[src/rtl/program_loader_if.sv]
// Host byte stream plus instruction-memory write port of the program loader.
// The slave modport is the loader's view; the master modport is the host/memory side.
interface program_loader_if #(
  parameter int ADDR_W = 8,
  parameter int INS_W  = 24
);
  logic [7:0]        byte_dat;
  logic              byte_vld;
  logic              byte_rdy;
  logic              im_wr_en;
  logic [ADDR_W-1:0] im_addr;
  logic [INS_W-1:0]  im_wr_dat;

  modport master (
    output byte_dat, byte_vld,
    input  byte_rdy, im_wr_en, im_addr, im_wr_dat
  );

  modport slave (
    input  byte_dat, byte_vld,
    output byte_rdy, im_wr_en, im_addr, im_wr_dat
  );
endinterface

[src/rtl/program_loader.sv]
// Framed byte-stream loader (len, 3 bytes/word MSB first, XOR csum) into instruction memory.
// Write strobe 1 cycle after the last byte of a word; byte_rdy is low outside receiving states.
module program_loader #(
  parameter int ADDR_W = 8,
  parameter int INS_W  = 24
) (
  input  logic                   clk,
  input  logic                   rst_n,
  input  logic                   start_i,
  program_loader_if.slave        bus,
  output logic                   cpu_hold_o,
  output logic                   busy_o,
  output logic                   done_o,
  output logic                   err_o
);

  typedef enum logic [3:0] {
    S_IDLE, S_HDR, S_B2, S_B1, S_B0, S_WRITE, S_CSUM, S_DONE, S_ERR
  } state_t;

  state_t            state_q, state_d;
  logic [ADDR_W-1:0] cnt_q, cnt_d;
  logic [ADDR_W-1:0] addr_q, addr_d;
  logic [7:0]        csum_q, csum_d;
  logic [INS_W-1:0]  word_q, word_d;
  logic [ADDR_W-1:0] addr_inc;
  logic              xfer;

  assign xfer     = bus.byte_vld && bus.byte_rdy;
  assign addr_inc = addr_q + 1'b1;

  always_ff @(posedge clk or negedge rst_n) begin
    if (!rst_n) begin
      state_q <= S_IDLE;
      cnt_q   <= '0;
      addr_q  <= '0;
      csum_q  <= '0;
      word_q  <= '0;
    end else begin
      state_q <= state_d;
      cnt_q   <= cnt_d;
      addr_q  <= addr_d;
      csum_q  <= csum_d;
      word_q  <= word_d;
    end
  end

  always_comb begin
    state_d = state_q;
    cnt_d   = cnt_q;
    addr_d  = addr_q;
    csum_d  = csum_q;
    word_d  = word_q;
    case (state_q)
      S_IDLE, S_DONE, S_ERR: begin
        if (start_i) begin
          state_d = S_HDR;
          addr_d  = '0;
          csum_d  = '0;
        end
      end
      S_HDR: begin
        if (xfer) begin
          cnt_d   = bus.byte_dat;
          state_d = S_B2;
        end
      end
      S_B2: begin
        if (xfer) begin
          word_d[23:16] = bus.byte_dat;
          csum_d        = csum_q ^ bus.byte_dat;
          state_d       = S_B1;
        end
      end
      S_B1: begin
        if (xfer) begin
          word_d[15:8] = bus.byte_dat;
          csum_d       = csum_q ^ bus.byte_dat;
          state_d      = S_B0;
        end
      end
      S_B0: begin
        if (xfer) begin
          word_d[7:0] = bus.byte_dat;
          csum_d      = csum_q ^ bus.byte_dat;
          state_d     = S_WRITE;
        end
      end
      S_WRITE: begin
        // Address doubles as the words-written count; a zero header wraps to match after 2^ADDR_W words.
        addr_d  = addr_inc;
        state_d = (addr_inc == cnt_q) ? S_CSUM : S_B2;
      end
      S_CSUM: begin
        if (xfer) begin
          state_d = (bus.byte_dat == csum_q) ? S_DONE : S_ERR;
        end
      end
      default: state_d = S_IDLE;
    endcase
  end

  assign bus.byte_rdy  = (state_q == S_HDR) || (state_q == S_B2) || (state_q == S_B1) ||
                         (state_q == S_B0)  || (state_q == S_CSUM);
  assign bus.im_wr_en  = (state_q == S_WRITE);
  assign bus.im_addr   = addr_q;
  assign bus.im_wr_dat = word_q;

  assign busy_o     = bus.byte_rdy || (state_q == S_WRITE);
  assign cpu_hold_o = (state_q != S_DONE);
  assign done_o     = (state_q == S_DONE);
  assign err_o      = (state_q == S_ERR);

endmodule

[src/flat_wrapper.sv]
// flat-port wrapper written by rule: the top's interface ports become plain ports
module program_loader_flat 
#(
  parameter int ADDR_W = 8,
  parameter int INS_W  = 24
)
  (clk, rst_n, start_i, cpu_hold_o, busy_o, done_o, err_o, bus_byte_dat, bus_byte_vld, bus_byte_rdy, bus_im_wr_en, bus_im_addr, bus_im_wr_dat);
  program_loader_if #(.ADDR_W(ADDR_W), .INS_W(INS_W)) bus_i ();
  input  logic clk;
  input  logic rst_n;
  input  logic start_i;
  output logic cpu_hold_o;
  output logic busy_o;
  output logic done_o;
  output logic err_o;
  input wire logic [$bits(bus_i.byte_dat)-1:0] bus_byte_dat;
  input wire logic [$bits(bus_i.byte_vld)-1:0] bus_byte_vld;
  output wire logic [$bits(bus_i.byte_rdy)-1:0] bus_byte_rdy;
  output wire logic [$bits(bus_i.im_wr_en)-1:0] bus_im_wr_en;
  output wire logic [$bits(bus_i.im_addr)-1:0] bus_im_addr;
  output wire logic [$bits(bus_i.im_wr_dat)-1:0] bus_im_wr_dat;
  assign bus_i.byte_dat = bus_byte_dat;
  assign bus_i.byte_vld = bus_byte_vld;
  assign bus_byte_rdy = bus_i.byte_rdy;
  assign bus_im_wr_en = bus_i.im_wr_en;
  assign bus_im_addr = bus_i.im_addr;
  assign bus_im_wr_dat = bus_i.im_wr_dat;
  program_loader #(.ADDR_W(ADDR_W), .INS_W(INS_W)) u_core (.clk(clk), .rst_n(rst_n), .start_i(start_i), .bus(bus_i), .cpu_hold_o(cpu_hold_o), .busy_o(busy_o), .done_o(done_o), .err_o(err_o));
endmodule
[config.mk]
export PLATFORM = sky130hd
export DESIGN_NAME = program_loader_flat
export DESIGN_NICKNAME = d
export VERILOG_FILES = /design/src/rtl/program_loader_if.sv /design/src/rtl/program_loader.sv /design/src/flat_wrapper.sv
export SDC_FILE = /design/constraint.sdc
export NUM_CORES = 1
export LEC_CHECK = 0
export ABC_AREA = 1
export BUFFER_PORTS_ARGS = -buffer_cell sky130_fd_sc_hd__clkbuf_2
export CAP_MARGIN = 15
export CORE_ASPECT_RATIO = 1.25
export CORE_MARGIN = 8
export CORE_UTILIZATION = 38
export DETAILED_ROUTE_END_ITERATION = 10
export PLACE_DENSITY = 0.59
export SLEW_MARGIN = 0
export SYNTH_ARGS = -nofsm -noshare
export SYNTH_HDL_FRONTEND = slang
export SYNTH_SLANG_ARGS = --single-unit
[constraint.sdc]
create_clock -name clk -period 1.57 [get_ports clk]
set_input_delay 0.157 -clock clk [delete_from_list [all_inputs] [get_ports clk]]
set_output_delay 0.157 -clock clk [all_outputs]
set_load 0.05 [all_outputs]
==> impl_metrics.tcl <==
set metrics [dict create \
    path_clk_slew_ns 0.10 \
    r2r_cells 12 \
    period_share 1.107 \
    grt_usage 0.1422 \
    r2r_end "u_core.state_q[1]" \
    htreeDepth 2 \
    cts_sinks 52 \
    cts_tree "yes" \
    antenna_found_initial 0 \
    die-area_um2 9923 \
    ys_ff_latch 52 \
    cp_slowest_cell "dfrtp_2" \
    rows 34 \
    cts_buffers 5 \
    drt_iter0_drc 123 \
    gr-total-overflow 0 \
    peakVddDrop_v 0.001278 \
    dr.pass1.iters 4 \
    rr_startpoint "u_core.state_q[0]" \
    cpPeakStageDelay_ns 0.51 \
    cts_root_buf "clkbuf_8" \
    worst_ep_arrival_time_ns 1.58 \
    crit_end "bus_byte_rdy" \
    placed_cells 470 \
    ff2ff_setup_slack_ns -0.16 \
    clk_latency_ns 0.31 \
    worst_slack_ns -0.1677 \
    synth_fp_nets 328 \
    hold_class "input port to flip-flop" \
    finalHoldViolCount 0 \
    power.density_nw_per_um2 2300 \
    post-dp-hpwl_um 4863 \
    fin_crit_ns 1.738 \
    fmax_ghz 0.5755 \
    yosysSeqAreaShare 0.4908 \
    path_depth 6 \
    place_ws_ns -0.1816 \
    status "complete, but fails checks" \
    violations "setup timing" \
    endpoint_kind "primary output" \
    clockBufferDepth 2 \
    antenna_cells 0 \
    wire_per_inst_um 14.34 \
    p_leak_nw 1.829 \
    crit_path_max_fanout 6 \
    worstSetupPathType "flip-flop to primary output" \
    io_pins 50 \
    port_buffers 49 \
    grt_start_max_net_pins 53 \
    final_cell_mix "82 x nand2_1, 48 x dfrtp_1, 43 x clkbuf_2, 25 x inv_1, 24 x o21ai_2" \
    avgSynthCellArea_um2 8.417 \
    finalMaxSlewViolations 0 \
    vias 2323 \
    grt_pass1_vias 2347 \
    ys_warn_count 0 \
    fin_nets 413 \
    die_w_um 90.71 \
    max_slew_margin 0.8108 \
    synth_cell_type_count 27 \
    crit_required_ns 1.41 \
    grt_first_pass_wirelength_um 11510 \
    crit_path_start "u_core.state_q[0]" \
    core_um2 6849 \
    layout_commonest_cell "nand2_1" \
    start_kind "flip-flop" \
    die_y_um 109.4 \
    syn_area_um2 2651 \
    n_fill_cell 628 \
    ant_nets 0 \
    syn_to_final_growth_pct 43.18 \
    drv_cap 0 \
    max_slew.worst_pin.slew_ns 0.2837 \
    gp_congestion 0.8244 \
    finClkSkew_ns 0.005893 \
    drive_above_1_share 0.4339 \
    path_common_cell "nand2_4" \
    initial_core_util 0.3871 \
    path_buf_inv 2 \
    stdcell_area_um2 3796 \
    drt-total-wl_um 7041 \
    rsz0062_at_grt "yes" \
    syn_inst 315 \
    dpl-instance-area_um2 3226 \
    final_cells 491 \
    drc_errors 0 \
    path_delay_family "flip-flops" \
    crit_chain "nand2_4 > nor2_4 > nor3_4 > nand2_4 > buf_6 > clkbuf_16" \
    viasPerCell 4.731 \
    setup_viol 32 \
]
## routing by layer
layer,up-vias,share of wire,GRT usage
met1,1089,0.44,0.1718
met2,45,0.51,0.2479
met3,6,0.044,0.03620
met4,0,0.011,0.03576
met5,-,0,0
li1,1183,-,-
## cell usage after synthesis
| library cell | count | area (um2) |
|---|---|---|
| o21ai_1 | 4 | 20.02 |
| ha_1 | 1 | 12.51 |
| buf_12 | 1 | 20.02 |
| a21oi_1 | 1 | 5.000 |
| inv_2 | 4 | 15.01 |
| nand2_2 | 4 | 25.02 |
| a21oi_2 | 1 | 8.760 |
| nor2_2 | 4 | 25.02 |
| o21ai_4 | 1 | 16.27 |
| buf_8 | 1 | 15.01 |
| o22ai_1 | 4 | 25.02 |
| o21ai_2 | 20 | 175.2 |
| clkbuf_1 | 2 | 7.510 |
| nand2_4 | 2 | 22.52 |
| o21ai_0 | 22 | 110.1 |
| inv_1 | 28 | 105.1 |
| buf_6 | 1 | 11.26 |
| buf_4 | 1 | 7.510 |
| nand3_1 | 20 | 100.1 |
| nor3_2 | 2 | 20.02 |
| nor2_1 | 17 | 63.81 |
| nand2_1 | 99 | 371.6 |
| xnor2_1 | 9 | 78.83 |
| dfrtp_1 | 52 | 1301 |
| nand3b_1 | 3 | 22.52 |
| or2_2 | 9 | 56.30 |
| nor3_1 | 2 | 10.01 |
## report_power, final
group | switching, W | total (W) | internal, W
logic | 0.00347 | 0.00553 | 0.00206
registers | 0.000394 | 0.00224 | 0.00184
clock network | 0.000481 | 0.000962 | 0.000481
total | 0.00434 | 0.00873 | 0.00439
## per-stage QoR
stage	TNS, ns	hold WS, ns	utilization	total power (W)
finish	-3.413	0.1721	0.5543	0.008731
CTS	-2.295	0.1701	0.5283	0.008337
floorplan	-3.551	-0.1386	-	0.005372
global route	-6.394	0.1943	0.5543	0.009262
global placement	-1.841	0.1804	0.4710	0.006496
detailed placement	-3.518	0.1775	0.4710	0.006551
## final cells by class
class | instances | area, um2 | share of cell area
multi-input cells | 227 | 1435 | 0.3780
repair buffers | 82 | 686.9 | 0.1809
inverters | 32 | 140.1 | 0.03691
clock buffers | 5 | 68.82 | 0.01813
flip-flops and latches | 52 | 1306 | 0.3441
clock inverters | 3 | 46.29 | 0.01220
well taps | 90 | 112.6 | 0.02966
## worst min-delay path by stage
stage                    startpoint                      end  cells after the start
global route        bus_byte_dat[6]  u_core.bus.im_wr_dat[6]                      3
floorplan                     rst_n    u_core.bus.im_addr[0]                      0
global placement              rst_n        u_core.state_q[0]                      2
finish              bus_byte_dat[6]  u_core.bus.im_wr_dat[6]                      3
CTS                         start_i    u_core.bus.im_addr[1]                      4
detailed placement            rst_n        u_core.state_q[0]                      2
## kinds of logic after synthesis
family | share of synthesized area
AO/OA/AOI/OAI | 0.1359
adder cells (fa/ha/maj) | 0.004718
XOR/XNOR | 0.02973
AND/OR/NAND/NOR | 0.2704
flip-flops | 0.4908
buffers and inverters | 0.06843
## flip-flops by register name, indices dropped and copies added, names as in the netlist
register,cells
u_core.bus.im_addr,8
u_core.bus.im_wr_dat,24
u_core.cnt_q,8
u_core.csum_q,8
u_core.state_q,4
## worst min-delay path, cell delays in order
cell,delay (ns)
clkbuf_2,0.10
inv_1,0.11
o21ai_1,0.08
## what timing repair did
action	CTS	global route
endpoints found under the setup margin	34	43
endpoints found under the hold margin	52	0
gates resized for setup	44	43
cloned	2	2
hold buffers	1	0
pin swaps	6	13
setup buffers	7	2
Power figures use the tool's default switching activity.
